**config.mk**
```make
export PLATFORM = sky130hd
export DESIGN_NAME = prng_symbol_packer_flat
export DESIGN_NICKNAME = d
export VERILOG_FILES = /design/src/rtl/prng_symbol_packer_if.sv /design/src/rtl/prng_symbol_packer.sv /design/src/flat_wrapper.sv
export SDC_FILE = /design/constraint.sdc
export NUM_CORES = 1
export LEC_CHECK = 0
export ABC_AREA = 0
export BUFFER_PORTS_ARGS = -buffer_cell sky130_fd_sc_hd__clkbuf_2
export CAP_MARGIN = 25
export CORE_AREA = 8 8 243 245
export CTS_CLUSTER_DIAMETER = 200
export DETAILED_ROUTE_END_ITERATION = 10
export DIE_AREA = 0 0 251 253
export SYNTH_ARGS = -nofsm -noshare
export SYNTH_HDL_FRONTEND = slang
export SYNTH_SLANG_ARGS = --single-unit
export TNS_END_PERCENT = 100
```
**constraint.sdc**
```tcl
create_clock -name clock -period 2.9 [get_ports clock]
set_input_delay 0.435 -clock clock [delete_from_list [all_inputs] [get_ports clock]]
set_output_delay 0.435 -clock clock [all_outputs]
set_load 0.1 [all_outputs]
```
**src/rtl/prng_symbol_packer_if.sv**
```systemverilog
// Bundles the configuration, serial-bit and symbol-handshake signals of the
// PRNG symbol packer so the driver and the packer share one port.
interface prng_symbol_packer_if #(
  parameter int MAXSYMBOLWIDTH = 128,
  parameter int MW             = $clog2(MAXSYMBOLWIDTH) + 1
);
  logic                      load_mode;
  logic [MW-1:0]             mode;
  logic                      bit_valid;
  logic                      bit_in;
  logic                      sym_valid;
  logic                      sym_ready;
  logic [MAXSYMBOLWIDTH-1:0] sym_data;
  logic [MW-1:0]             sym_width;
  logic                      mode_err;
  logic                      overflow;
  logic [15:0]               drop_count;

  modport master (
    output load_mode, mode, bit_valid, bit_in, sym_ready,
    input  sym_valid, sym_data, sym_width, mode_err, overflow, drop_count
  );

  modport slave (
    input  load_mode, mode, bit_valid, bit_in, sym_ready,
    output sym_valid, sym_data, sym_width, mode_err, overflow, drop_count
  );
endinterface

```
**src/rtl/prng_symbol_packer.sv**
```systemverilog
// Packs a serial PRNG bit stream into symbols of a run-time selectable width
// and offers each completed symbol through a single-entry valid/ready holding register.
module prng_symbol_packer #(
  parameter int MAXSYMBOLWIDTH = 128,
  parameter int MW             = $clog2(MAXSYMBOLWIDTH) + 1
) (
  input  logic                clock,
  input  logic                reset,
  prng_symbol_packer_if.slave bus
);

  localparam int IDX_W = (MAXSYMBOLWIDTH > 1) ? $clog2(MAXSYMBOLWIDTH) : 1;

  // ACCUM is split into an empty and a full holding-register flavour.
  typedef enum logic [1:0] {
    S_UNCONFIGURED = 2'd0,
    S_ACCUM_EMPTY  = 2'd1,
    S_ACCUM_FULL   = 2'd2
  } state_e;

  state_e                    state_q,     state_d;
  logic [MW-1:0]             mode_r_q,    mode_r_d;
  logic [IDX_W-1:0]          bit_idx_q,   bit_idx_d;
  logic [MAXSYMBOLWIDTH-1:0] shift_q,     shift_d;
  logic [MAXSYMBOLWIDTH-1:0] hold_q,      hold_d;
  logic [MW-1:0]             width_q,     width_d;
  logic                      sym_valid_q, sym_valid_d;
  logic                      mode_err_q,  mode_err_d;
  logic                      overflow_q,  overflow_d;
  logic [15:0]               drop_q,      drop_d;

  logic [MAXSYMBOLWIDTH-1:0] shift_new;
  logic                      last_bit;
  logic                      accept_bit;
  logic                      transfer;

  function automatic logic [15:0] sat_inc16(input logic [15:0] v);
    return (v == 16'hFFFF) ? v : v + 16'd1;
  endfunction

  function automatic logic mode_legal(input logic [MW-1:0] m);
    return (m != '0) && (m <= MW'(MAXSYMBOLWIDTH));
  endfunction

  always_comb begin
    state_d    = state_q;
    mode_r_d   = mode_r_q;
    bit_idx_d  = bit_idx_q;
    shift_d    = shift_q;
    hold_d     = hold_q;
    width_d    = width_q;
    overflow_d = overflow_q;
    drop_d     = drop_q;
    mode_err_d = 1'b0;

    transfer   = (state_q == S_ACCUM_FULL) && bus.sym_ready;
    accept_bit = (state_q != S_UNCONFIGURED) && bus.bit_valid && !bus.load_mode;

    shift_new            = shift_q;
    shift_new[bit_idx_q] = bus.bit_in;
    last_bit             = (MW'(bit_idx_q) == (mode_r_q - MW'(1)));

    if (transfer) begin
      state_d = S_ACCUM_EMPTY;
    end

    // A mode load wins over a bit arriving in the same cycle; that bit is lost.
    if (bus.load_mode) begin
      if (mode_legal(bus.mode)) begin
        mode_r_d  = bus.mode;
        bit_idx_d = '0;
        shift_d   = '0;
        if (state_q == S_UNCONFIGURED) begin
          state_d = S_ACCUM_EMPTY;
        end
      end else begin
        mode_err_d = 1'b1;
      end
    end else if (accept_bit) begin
      if (last_bit) begin
        bit_idx_d = '0;
        shift_d   = '0;
        if ((state_q == S_ACCUM_EMPTY) || transfer) begin
          hold_d  = shift_new;
          width_d = mode_r_q;
          state_d = S_ACCUM_FULL;
        end else begin
          overflow_d = 1'b1;
          drop_d     = sat_inc16(drop_q);
        end
      end else begin
        shift_d   = shift_new;
        bit_idx_d = bit_idx_q + IDX_W'(1);
      end
    end

    sym_valid_d = (state_d == S_ACCUM_FULL);
  end

  always_ff @(posedge clock) begin
    if (reset) begin
      state_q     <= S_UNCONFIGURED;
      mode_r_q    <= '0;
      bit_idx_q   <= '0;
      shift_q     <= '0;
      hold_q      <= '0;
      width_q     <= '0;
      sym_valid_q <= 1'b0;
      mode_err_q  <= 1'b0;
      overflow_q  <= 1'b0;
      drop_q      <= '0;
    end else begin
      state_q     <= state_d;
      mode_r_q    <= mode_r_d;
      bit_idx_q   <= bit_idx_d;
      shift_q     <= shift_d;
      hold_q      <= hold_d;
      width_q     <= width_d;
      sym_valid_q <= sym_valid_d;
      mode_err_q  <= mode_err_d;
      overflow_q  <= overflow_d;
      drop_q      <= drop_d;
    end
  end

  assign bus.sym_valid  = sym_valid_q;
  assign bus.sym_data   = hold_q;
  assign bus.sym_width  = width_q;
  assign bus.mode_err   = mode_err_q;
  assign bus.overflow   = overflow_q;
  assign bus.drop_count = drop_q;

endmodule

```
**src/flat_wrapper.sv**
```systemverilog
// flat-port wrapper written by rule: the top's interface ports become plain ports
module prng_symbol_packer_flat 
#(
  parameter int MAXSYMBOLWIDTH = 128,
  parameter int MW             = $clog2(MAXSYMBOLWIDTH) + 1
)
  (clock, reset, bus_load_mode, bus_mode, bus_bit_valid, bus_bit_in, bus_sym_ready, bus_sym_valid, bus_sym_data, bus_sym_width, bus_mode_err, bus_overflow, bus_drop_count);
  prng_symbol_packer_if #(.MAXSYMBOLWIDTH(MAXSYMBOLWIDTH), .MW(MW)) bus_i ();
  input  logic clock;
  input  logic reset;
  input wire logic [$bits(bus_i.load_mode)-1:0] bus_load_mode;
  input wire logic [$bits(bus_i.mode)-1:0] bus_mode;
  input wire logic [$bits(bus_i.bit_valid)-1:0] bus_bit_valid;
  input wire logic [$bits(bus_i.bit_in)-1:0] bus_bit_in;
  input wire logic [$bits(bus_i.sym_ready)-1:0] bus_sym_ready;
  output wire logic [$bits(bus_i.sym_valid)-1:0] bus_sym_valid;
  output wire logic [$bits(bus_i.sym_data)-1:0] bus_sym_data;
  output wire logic [$bits(bus_i.sym_width)-1:0] bus_sym_width;
  output wire logic [$bits(bus_i.mode_err)-1:0] bus_mode_err;
  output wire logic [$bits(bus_i.overflow)-1:0] bus_overflow;
  output wire logic [$bits(bus_i.drop_count)-1:0] bus_drop_count;
  assign bus_i.load_mode = bus_load_mode;
  assign bus_i.mode = bus_mode;
  assign bus_i.bit_valid = bus_bit_valid;
  assign bus_i.bit_in = bus_bit_in;
  assign bus_i.sym_ready = bus_sym_ready;
  assign bus_sym_valid = bus_i.sym_valid;
  assign bus_sym_data = bus_i.sym_data;
  assign bus_sym_width = bus_i.sym_width;
  assign bus_mode_err = bus_i.mode_err;
  assign bus_overflow = bus_i.overflow;
  assign bus_drop_count = bus_i.drop_count;
  prng_symbol_packer #(.MAXSYMBOLWIDTH(MAXSYMBOLWIDTH), .MW(MW)) u_core (.clock(clock), .reset(reset), .bus(bus_i));
endmodule
```
==> results of run 1 <==
[registers in the layout (all words and copies together) (netlist names)]
register and cells:
u_core.state_q 2, u_core.shift_q 128, u_core.bus.sym_data 128, u_core.bus.mode_err 1, u_core.bit_idx_q 7, u_core.bus.sym_width 8
u_core.bus.drop_count 16, u_core.mode_r_q 8, u_core.bus.sym_valid 1, u_core.bus.overflow 1
[logic make-up after synthesis]
logic type,count (synthesis)
mux,140
simple gates,656
xor+xnor,7
compound gates,330
fa+ha+maj,3
flops,300
buf+inv,179
[layer usage]
metal,global-route usage [%],vias up,part of all wire (%)
li1,-,5987,-
met1,16.9,5800,45
met2,21.6,285,47
met3,3.50,54,6.0
met4,3.29,0,2.0
met5,0,-,0
[tightest hold or removal path, stage by stage]
cell and delay (ps):
clkbuf_2 80, mux2i_1 50, nor2_1 80
[final timing paths]
kind / endpoint / slack [ps] / cells past startpoint
setup / recovery: u_core.bus.drop_count[14]$_SDFFE_PP0P_ / 190 / 8
hold / removal: u_core.mode_r_q[6]$_SDFFE_PP0P_ / 150 / 3
setup reg to reg: u_core.bus.drop_count[14]$_SDFFE_PP0P_ / 190 / 8
hold reg to reg: u_core.shift_q[127]$_SDFFE_PP0P_ / 450 / 2
[layout by cell type, fill, tap and decap left out, types with 7 or more instances in the layout]
cell	instances
nor2_1	313
clkbuf_2	165
inv_1	8
a22oi_1	125
nor3_1	130
nand4_1	10
or4_1	8
clkbuf_16	37
dfxtp_1	295
clkbuf_8	7
nand3_1	16
mux2i_1	136
a21oi_1	30
or3_1	10
a211oi_1	129
nand2_1	111
o21ai_0	16
buf_4	56
buf_12	18
[report_power, final]
part	total (mW)	switching [mW]	internal [mW]	leakage, nW
Clock	4.27	1.70	2.56	0.539
Combinational	0.392	0.290	0.102	3.15
Sequential	4.14	0.0131	4.13	2.42
Total	8.80	2.01	6.80	6.11
[cell type report]
| class | count | area [um2] |
|---|---|---|
| Multi-Input combinational cell | 1136 | 6950 |
| Clock buffer | 50 | 1040 |
| Fill cell | 5803 | 38900 |
| Timing Repair Buffer | 240 | 1620 |
| Sequential cell | 300 | 6010 |
| Clock inverter | 4 | 45.0 |
| Inverter | 8 | 30.0 |
| Tap cell | 712 | 891 |
[per-stage QoR]
step / utilization, % / hold WS, ps
detailed placement: 27.9 / 447
finish: 29.9 / 152
floorplan: - / 431
global placement: 27.9 / 440
global route: 29.9 / 141
CTS: 29.9 / 114
[what timing repair did]
| item | in CTS | in global routing |
|---|---|---|
| buffers inserted | 0 | 2 |
| setup endpoints to repair | 0 | 117 |
| gates resized for setup | 0 | 1 |
==> reports/summary.txt, run 1 <==
CTS sink cnt: 300
Crit Path Max Fanout: 10
register bit count reported by yosys: 300
clk_skew: 17.4 ps
pin count of the biggest net entering global routing: 129
P_leak: 6.11 nW
compound-cell area share of the yosys netlist: 17.5%
synth warn: 0
top-area cell type share of the netlist area: 43.9%
dpl hpwl: 28200 um
drt total wl: 43100 um
Top delay family on crit path: compound AO/OA/AOI/OAI gates
Final Hold Viols: 0
clock latency at the later pin of the worst-skew pair: 530 ps
reg2reg start: u_core.mode_r_q[0]$_SDFFE_PP0P_
Port-buffer cells: 168
Critical Path End Type: register
Power Density: 530 nW/um2
min-delay src: bus_mode[6]
Syn Inst Count: 1615
fmax: 0.369 GHz
Place WS: 68.5 ps
relative slew slack: 33.5%
Post-Syn Nets: 1632
max-cap violations: 0
Slew @ Worst Pin: 993 ps
total core area: 55500 um2
1st-iter DRT viols: 751
DRC: 0
vias in the first global route: 11.7k
CTS Root Cell: clkbuf_16
Hold Path Class: primary input to register
final slew viol count: 0
fin area: 16600 um2
Synth Area in Simple Gates: 21.9%
drt pass-1 iters: 5
Worst EP required: 3320 ps
GR Overflow Total: 0
Post-synth top flop: dfxtp_1
initial antenna violation count: 0
sequential element share of the synthesized area: 43.9%
CP peak stage delay: 460 ps
Post-synth EDFFs: 0
area leader, netlist: dfxtp_1
status: finished, final reports clean
crit share post-route: 93.5%
die area: 63500 um2
CTS tree: done
Distinct cells, synth: 60
Avg Cell Area, Syn: 8.47 um2
row cnt: 87
slowest cell on the critical path: nor4_1
Cell Area, Placed: 15500 um2
top cells by area, synth: dfxtp_1 (44%), mux2i_1 (10%), nor2_1 (8.6%)
Final nets: 1737
DR WL/cell: 17.6 um
endpoints failing setup: 0
VDD IR max: 0.289 mV
first-pass GRT wire length: 67100 um
Post-synth ARST share: 0%
Num CTS Buffers: 34
die width: 251 um
CP Class: register to register
placed insts: 2394
gr usage total: 13.1%
Area growth syn-to-layout: 21.3%
synthesized area: 13700 um2
Die Ht: 253 um
Setup TNS: 0 ps
crit path buf inv count: 1
Arr. time, crit path: 3130 ps
H-tree levels: 2
Initial Util: 24.6%
fin crit period: 2710 ps
portion of netlist area occupied by mux cells: 10.3%
Hold Buf Count CTS: 0
setup ws final: 188 ps
Final ANT Viol Nets: 0
Finished Layout Cells: 2450
total power: 8.80 mW
DR vias: 12.1k
worst path cell trace: inv_1 -> ha_1 -> o21ba_1 -> a221o_1 -> a22oi_2 -> o211ai_4 -> nor4_1 -> mux2_1
Critical Path Source Type: register
main combinational cell family by area after synthesis: simple AND/OR/NAND/NOR gates
CTS clk-pin slew, worst paths: 60 ps
Critical Path Start: u_core.mode_r_q[0]$_SDFFE_PP0P_
DR vias/cell: 4.95
Antenna Cells: 0
adder-cell area share of the yosys netlist: 0.274%
post-synthesis xor/xnor area fraction: 0.448%
layout cells sized above 1: 18.4%
I/O pin count: 169
most frequent cell after synthesis: nor2_1
Post-synth top cells: nor2_1 (313), dfxtp_1 (300), mux2i_1 (136)
Clock Path Buffers: 3
routability cong.: 0.733
Note: power is estimated with default switching activity, not from simulation.
==> run 2: changes to the inputs <==
CORE_AREA = 8 8 201 298   (was 8 8 243 245)
DIE_AREA = 0 0 209 306   (was 0 0 251 253)
==> reports/summary.txt, run 2 (synthesis gave the netlist of run 1 again) <==
most common cell after layout, fill and taps aside: nor2_1
fin crit period: 2760 ps (+49.9 ps)
Top delay family on crit path: compound AO/OA/AOI/OAI gates
CP most frequent cell: buf_12
part of the power in registers: 49.0% (+1.9 points)
Setup TNS: 0 ps (unchanged)
Hold Buf Count CTS: 0 (unchanged)
initial antenna violation count: 0 (unchanged)
Final nets: 1742 (+0.29%)
layout cells sized above 1: 19.0% (+0.58 points)
worst path cell trace: inv_1 -> ha_1 -> o21ba_1 -> a221o_1 -> a22oi_2 -> buf_4 -> o2111a_4 -> buf_12 -> buf_12 -> nor2_1 -> a211oi_1
multi-input combinational cell area: 6970 um2 (+0.25%)
vias in the first global route: 11.7k (+0.39%)
total core area: 55400 um2 (-0.14%)
status: finished, final reports clean
total power: 8.46 mW (-3.9%)
Num CTS Buffers: 31 (-8.8%)
relative slew slack: 34.9% (+1.4 points)
Worst EP required: 3380 ps (+60 ps)
CP peak stage delay: 370 ps (-90 ps)
Net Sw Power: 2.02 mW (+0.88%)
met2 Track Usage GR: 22.8% (+1.2 points)
register area: 6010 um2 (about the same)
clk_skew: 16.7 ps (-0.647 ps)
GR Overflow Total: 0 (unchanged)
gr usage total: 12.7% (-0.39 points)
DR WL/cell: 17.5 um (-0.42%)
endpoints failing setup: 0 (unchanged)
Clock Path Buffers: 3 (unchanged)
crit share post-route: 95.3% (+1.7 points)
DR vias/cell: 5.02 (+1.5%)
Die Ht: 306 um (+21%)
CP Class: register to register
first-pass GRT wire length: 66100 um (-1.5%)
I/O pin count: 169 (unchanged)
Critical Path End Type: register
fmax: 0.362 GHz (-1.8%)
CTS clk-pin slew, worst paths: 60 ps (about the same)
1st-iter DRT viols: 829 (+10%)
P_int: 6.43 mW (-5.3%)
drt pass-1 iters: 5 (unchanged)
grt peak-use layer: met2
Reg2Reg Depth: 11 (+3)
Logic pwr share: 4.8% (+0.3 points)
P_leak: 6.10 nW (-0.13%)
Arr. time, crit path: 3240 ps (+110 ps)
clock latency at the later pin of the worst-skew pair: 580 ps (+50 ps)
Antenna Cells: 0 (unchanged)
Slew @ Worst Pin: 972 ps (-21.1 ps)
crit path buf inv count: 4 (+3)
CTS tree: done
VDD IR max: 0.395 mV (+37%)
Stages on worst setup path: 11 (+3)
Area growth syn-to-layout: 20.9%
dpl hpwl: 28600 um (+1.5%)
met3 usage: 2.03% (-1.5 points)
DRC: 0 (unchanged)
Power Density: 511 nW/um2 (-3.6%)
row cnt: 106 (+22%)
Crit Path Max Fanout: 40 (+30)
die area: 64000 um2 (+0.71%)
max-cap violations: 0 (unchanged)
commonest non-fill, non-tap cells in the layout: nor2_1 (313), dfxtp_1 (294), clkbuf_2 (165)
WHS Path Cells: 3 (unchanged)
pin count of the biggest net entering global routing: 135 (+4.7%)
Final Hold Viols: 0 (unchanged)
switching share of total power: 23.9% (+1.1 points)
Hold Path Class: primary input to register
fill count: 5856 (+0.91%)
WHS: 115 ps (-36.1 ps)
slowest cell on the critical path: dfxtp_2
clock group share of total power: 46.2% (-2.3 points)
Port-buffer cells: 168 (unchanged)
routability cong.: 0.782 (+6.7%)
Initial Util: 24.7% (+0.034 points)
drt total wl: 42900 um (-0.42%)
Final ANT Viol Nets: 0 (unchanged)
M1 GR Usage: 14.9% (-2.1 points)
H-tree levels: 1 (-1)
Critical Path Source Type: register
CTS Root Cell: clkbuf_16
final slew viol count: 0 (unchanged)
die width: 209 um (-17%)
CTS sink cnt: 300 (unchanged)
DR vias: 12.3k (+1.5%)
[run 2: timing repair]
| item | CTS | global route |
|---|---|---|
| resized for setup | 0 | 3 |
| buffers inserted | 0 | 3 |
| setup endpoints to repair | 0 | 103 |
[run 2: power by group through the flow]
stage / logic [mW] / registers (mW) / clock network [mW]
final: 0.408 / 4.14 / 3.91
after global placement: 0.395 / 4.23 / 0
after detailed placement: 0.402 / 4.23 / 0
after CTS: 0.402 / 4.14 / 4.04
after global routing: 0.439 / 4.14 / 4.21
after floorplan: 0.269 / 4.23 / 0
[run 2: final cells by class]
cell class                      instances  area share (%)
Multi-Input combinational cell       1137            42.1
Sequential cell                       300            36.4
Timing Repair Buffer                  247            10.0
Clock buffer                           46            5.58
Tap cell                              702            5.31
Clock inverter                         10           0.401
Inverter                                8           0.182
[run 2: path summary, 6_finish.rpt]
kind | slack, ps | startpoint | endpoint
hold / removal | 120 | bus_mode[4] | u_core.mode_r_q[4]$_SDFFE_PP0P_
setup reg to reg | 140 | u_core.mode_r_q[0]$_SDFFE_PP0P_ | u_core.bus.sym_data[19]$_SDFFE_PP0P_
hold reg to reg | 460 | u_core.shift_q[127]$_SDFFE_PP0P_ | u_core.shift_q[127]$_SDFFE_PP0P_
setup / recovery | 140 | u_core.mode_r_q[0]$_SDFFE_PP0P_ | u_core.bus.sym_data[19]$_SDFFE_PP0P_
[run 2: through the flow]
| step | instance area (um2) | worst slack, ps | util (%) | instances |
|---|---|---|---|---|
| 2_1_floorplan | 13700 | 318 | - | 1615 |
| 3_3_place_gp | 15500 | 137 | 27.9 | 2390 |
| 3_5_place_dp | 15500 | 56.0 | 27.9 | 2390 |
| 4_1_cts | 16500 | 38.6 | 29.7 | 2446 |
| 5_1_grt | 16500 | -0.676 | 29.8 | 2450 |
| 6_report | 16500 | 138 | 29.8 | 2450 |
[run 2: layer usage]
| layer | up-vias | part of all wire [%] |
|---|---|---|
| met5 | - | 0 |
| met4 | 0 | 3.9 |
| met3 | 88 | 4.7 |
| met2 | 341 | 51 |
| met1 | 5853 | 41 |
| li1 | 6027 | - |
[run 2: worst min-delay path, delay by kind of cell]
family,cells,cell delay [ps]
and+or+nand+nor,1,70
muxes,1,60
buffers and inverters,1,90
==> run 3: changes to the inputs <==
ABC_AREA = 1   (was 0)
CORE_AREA = 8 8 199 295   (was 8 8 201 298)
DIE_AREA = 0 0 207 303   (was 0 0 209 306)
==> reports/summary.txt, run 3 <==
status: finished, final reports clean
Hold Path Class: primary input to register
Antenna Cells: 0 (unchanged)
pin count of the biggest net entering global routing: 137 (+1.5%)
Post-synth top cells: nand2_1 (443), a21oi_1 (425), dfxtp_1 (300)
part of the power in registers: 48.5% (-0.5 points)
vias in the first global route: 12.7k (+8.6%)
gr usage total: 14.1% (+1.3 points)
fmax: 0.396 GHz (+9.5%)
Power Density: 540 nW/um2 (+5.5%)
endpoints failing setup: 0 (unchanged)
CTS sink cnt: 300 (unchanged)
layout cells sized above 1: 14.2% (-4.8 points)
P_int: 6.49 mW (+0.90%)
Post-synth top flop: dfxtp_1
postcts setup bufs: 0 (unchanged)
total core area: 54400 um2 (-1.9%)
synthesized area: 13400 um2 (-1.8%)
fin crit period: 2520 ps (-239 ps)
drt total wl: 47100 um (+9.6%)
drt pass-1 iters: 5 (unchanged)
fill count: 5855 (-0.017%)
initial antenna violation count: 0 (unchanged)
Port-buffer cells: 168 (unchanged)
first-pass GRT wire length: 72600 um (+9.8%)
fin area: 15900 um2 (-3.6%)
CP most frequent cell: nand2_1
Post-synth EDFFs: 0 (unchanged)
register bit count reported by yosys: 300 (unchanged)
CTS Root Cell: clkbuf_16
max-cap violations: 0 (unchanged)
Place WS: 390 ps (+334 ps)
Distinct cells, synth: 29 (-52%)
Cell Area, Placed: 15000 um2 (-3.4%)
DR WL/cell: 17.8 um (+1.6%)
crit share post-route: 87.0% (-8.2 points)
die area: 62700 um2 (-1.9%)
Final ANT Viol Nets: 0 (unchanged)
DR vias: 13.8k (+12%)
top cells by area, synth: dfxtp_1 (45%), a21oi_1 (16%), nand2_1 (12%)
Clock Path Buffers: 3 (unchanged)
area leader, netlist: dfxtp_1
setup ws final: 376 ps (+239 ps)
relative slew slack: 30.9% (-4.0 points)
final slew viol count: 0 (unchanged)
H-tree levels: 1 (unchanged)
RSZ-0062 raised after global routing: false
Critical Path End Type: register
Avg Cell Area, Syn: 7.22 um2 (-15%)
Num CTS Buffers: 31 (unchanged)
Post-Syn Nets: 1879 (+15%)
Critical Path Source Type: register
Die Ht: 303 um (-0.98%)
Final nets: 1941 (+11%)
VDD IR max: 0.416 mV (+5.1%)
Initial Util: 24.7% (+0.025 points)
Syn Inst Count: 1862 (+15%)
Setup TNS: 0 ps (unchanged)
CP peak stage delay: 630 ps (+260 ps)
1st-iter DRT viols: 1337 (+61%)
worst path cell trace: inv_1 -> ha_1 -> nand3_1 -> o21ai_0 -> nand2_1 -> nand2_1 -> nor2_1 -> nand4_1 -> buf_4 -> nand2_1 -> a21oi_1
DR vias/cell: 5.21 (+3.6%)
commonest non-fill, non-tap cells in the layout: nand2_1 (443), a21oi_1 (425), dfxtp_1 (300)
row cnt: 105 (-0.94%)
clock group share of total power: 46.2% (about the same)
I/O pin count: 169 (unchanged)
clk_skew: 9.72 ps (-7.02 ps)
Slew @ Worst Pin: 1040 ps (+62.7 ps)
synth warn: 0 (unchanged)
Hold Buf Count CTS: 0 (unchanged)
top-area cell type share of the netlist area: 44.7% (+0.80 points)
Net Sw Power: 2.12 mW (+4.6%)
DRC: 0 (unchanged)
Crit Path Max Fanout: 75 (+88%)
Area growth syn-to-layout: 18.7%
dpl hpwl: 29500 um (+3.1%)
Final Hold Viols: 0 (unchanged)
GR Overflow Total: 0 (unchanged)
clock latency at the later pin of the worst-skew pair: 570 ps (about the same)
Worst EP required: 3390 ps (about the same)
routability cong.: 0.844 (+8.0%)
sequential element share of the synthesized area: 44.7% (+0.80 points)
P_leak: 5.50 nW (-9.8%)
Logic pwr share: 5.3% (+0.5 points)
most common cell after layout, fill and taps aside: nand2_1
CTS tree: done
Post-synth ARST share: 0% (unchanged)
Post-CTS Resized: 0 (unchanged)
most frequent cell after synthesis: nand2_1
Arr. time, crit path: 3020 ps (-220 ps)
CTS clk-pin slew, worst paths: 70 ps (about the same)
switching share of total power: 24.6% (+0.66 points)
slowest cell on the critical path: buf_4
CP Class: register to register
total power: 8.61 mW (+1.8%)
die width: 207 um (-0.96%)
## run 3: cell types whose count changed after synthesis, sizes merged, moves of 126 or more
cell    change
a22oi     -126
nand4     +131
mux2i     -136
a21oi     +395
a211oi    -129
nand2     +333
nor2      -250
## run 3: per-layer routing
layer	vias up	wire length [um]	global-route usage, %
li1	6625	-	-
met1	6549	19300	16.6
met2	496	23300	25.2
met3	88	2730	1.97
met4	0	1740	5.95
met5	-	0	0
## run 3: cell families after synthesis
kind of cell / synth area share, %
AO/OA/AOI/OAI: 23.0
AND/OR/NAND/NOR: 23.7
flip-flops: 44.7
XOR/XNOR: 1.24
buffers and inverters: 7.08
adder cells (fa/ha/maj): 0.279
## run 3: through the flow
stage	hold WS [ps]	cells	utilization [%]
2_1_floorplan	445	1862	-
3_5_place_dp	455	2586	27.5
5_1_grt	189	2642	29.3
6_report	206	2642	29.3
4_1_cts	164	2642	29.3
3_3_place_gp	451	2586	27.5
## run 3: layout make-up
type	instances	area, um2	area share, %
Multi-Input combinational cell	1329	6520	40.9
Clock inverter	10	87.6	0.549
Timing Repair Buffer	217	1390	8.73
Inverter	45	174	1.09
Sequential cell	300	6010	37.7
Clock buffer	46	902	5.66
Tap cell	695	870	5.45
## run 3: worst max-delay path: cells and delay by family (launching register included)
kind | cells | cell delay [ps]
AO/OA/AOI/OAI | 2 | 370
adder cells (fa/ha/maj) | 1 | 200
buffers and inverters | 2 | 770
flip-flops | 1 | 340
AND/OR/NAND/NOR | 6 | 690
## run 3: final timing paths
| kind | from | end | slack, ps | cells after the start |
|---|---|---|---|---|
| setup / recovery | u_core.mode_r_q[0]$_SDFFE_PP0P_ | u_core.bus.sym_data[67]$_SDFFE_PP0P_ | 380 | 11 |
| hold / removal | bus_mode[2] | u_core.mode_r_q[2]$_SDFFE_PP0P_ | 210 | 3 |
| setup reg to reg | u_core.mode_r_q[0]$_SDFFE_PP0P_ | u_core.bus.sym_data[67]$_SDFFE_PP0P_ | 380 | 11 |
| hold reg to reg | u_core.bus.sym_data[124]$_SDFFE_PP0P_ | u_core.bus.sym_data[124]$_SDFFE_PP0P_ | 460 | 2 |
## run 3: power groups by stage
stage	registers (mW)	clock network [mW]	logic [mW]
after floorplan	4.27	0	0.312
after global placement	4.27	0	0.443
after detailed placement	4.27	0	0.450
after CTS	4.18	4.08	0.451
after global routing	4.18	4.24	0.494
final	4.18	3.97	0.455
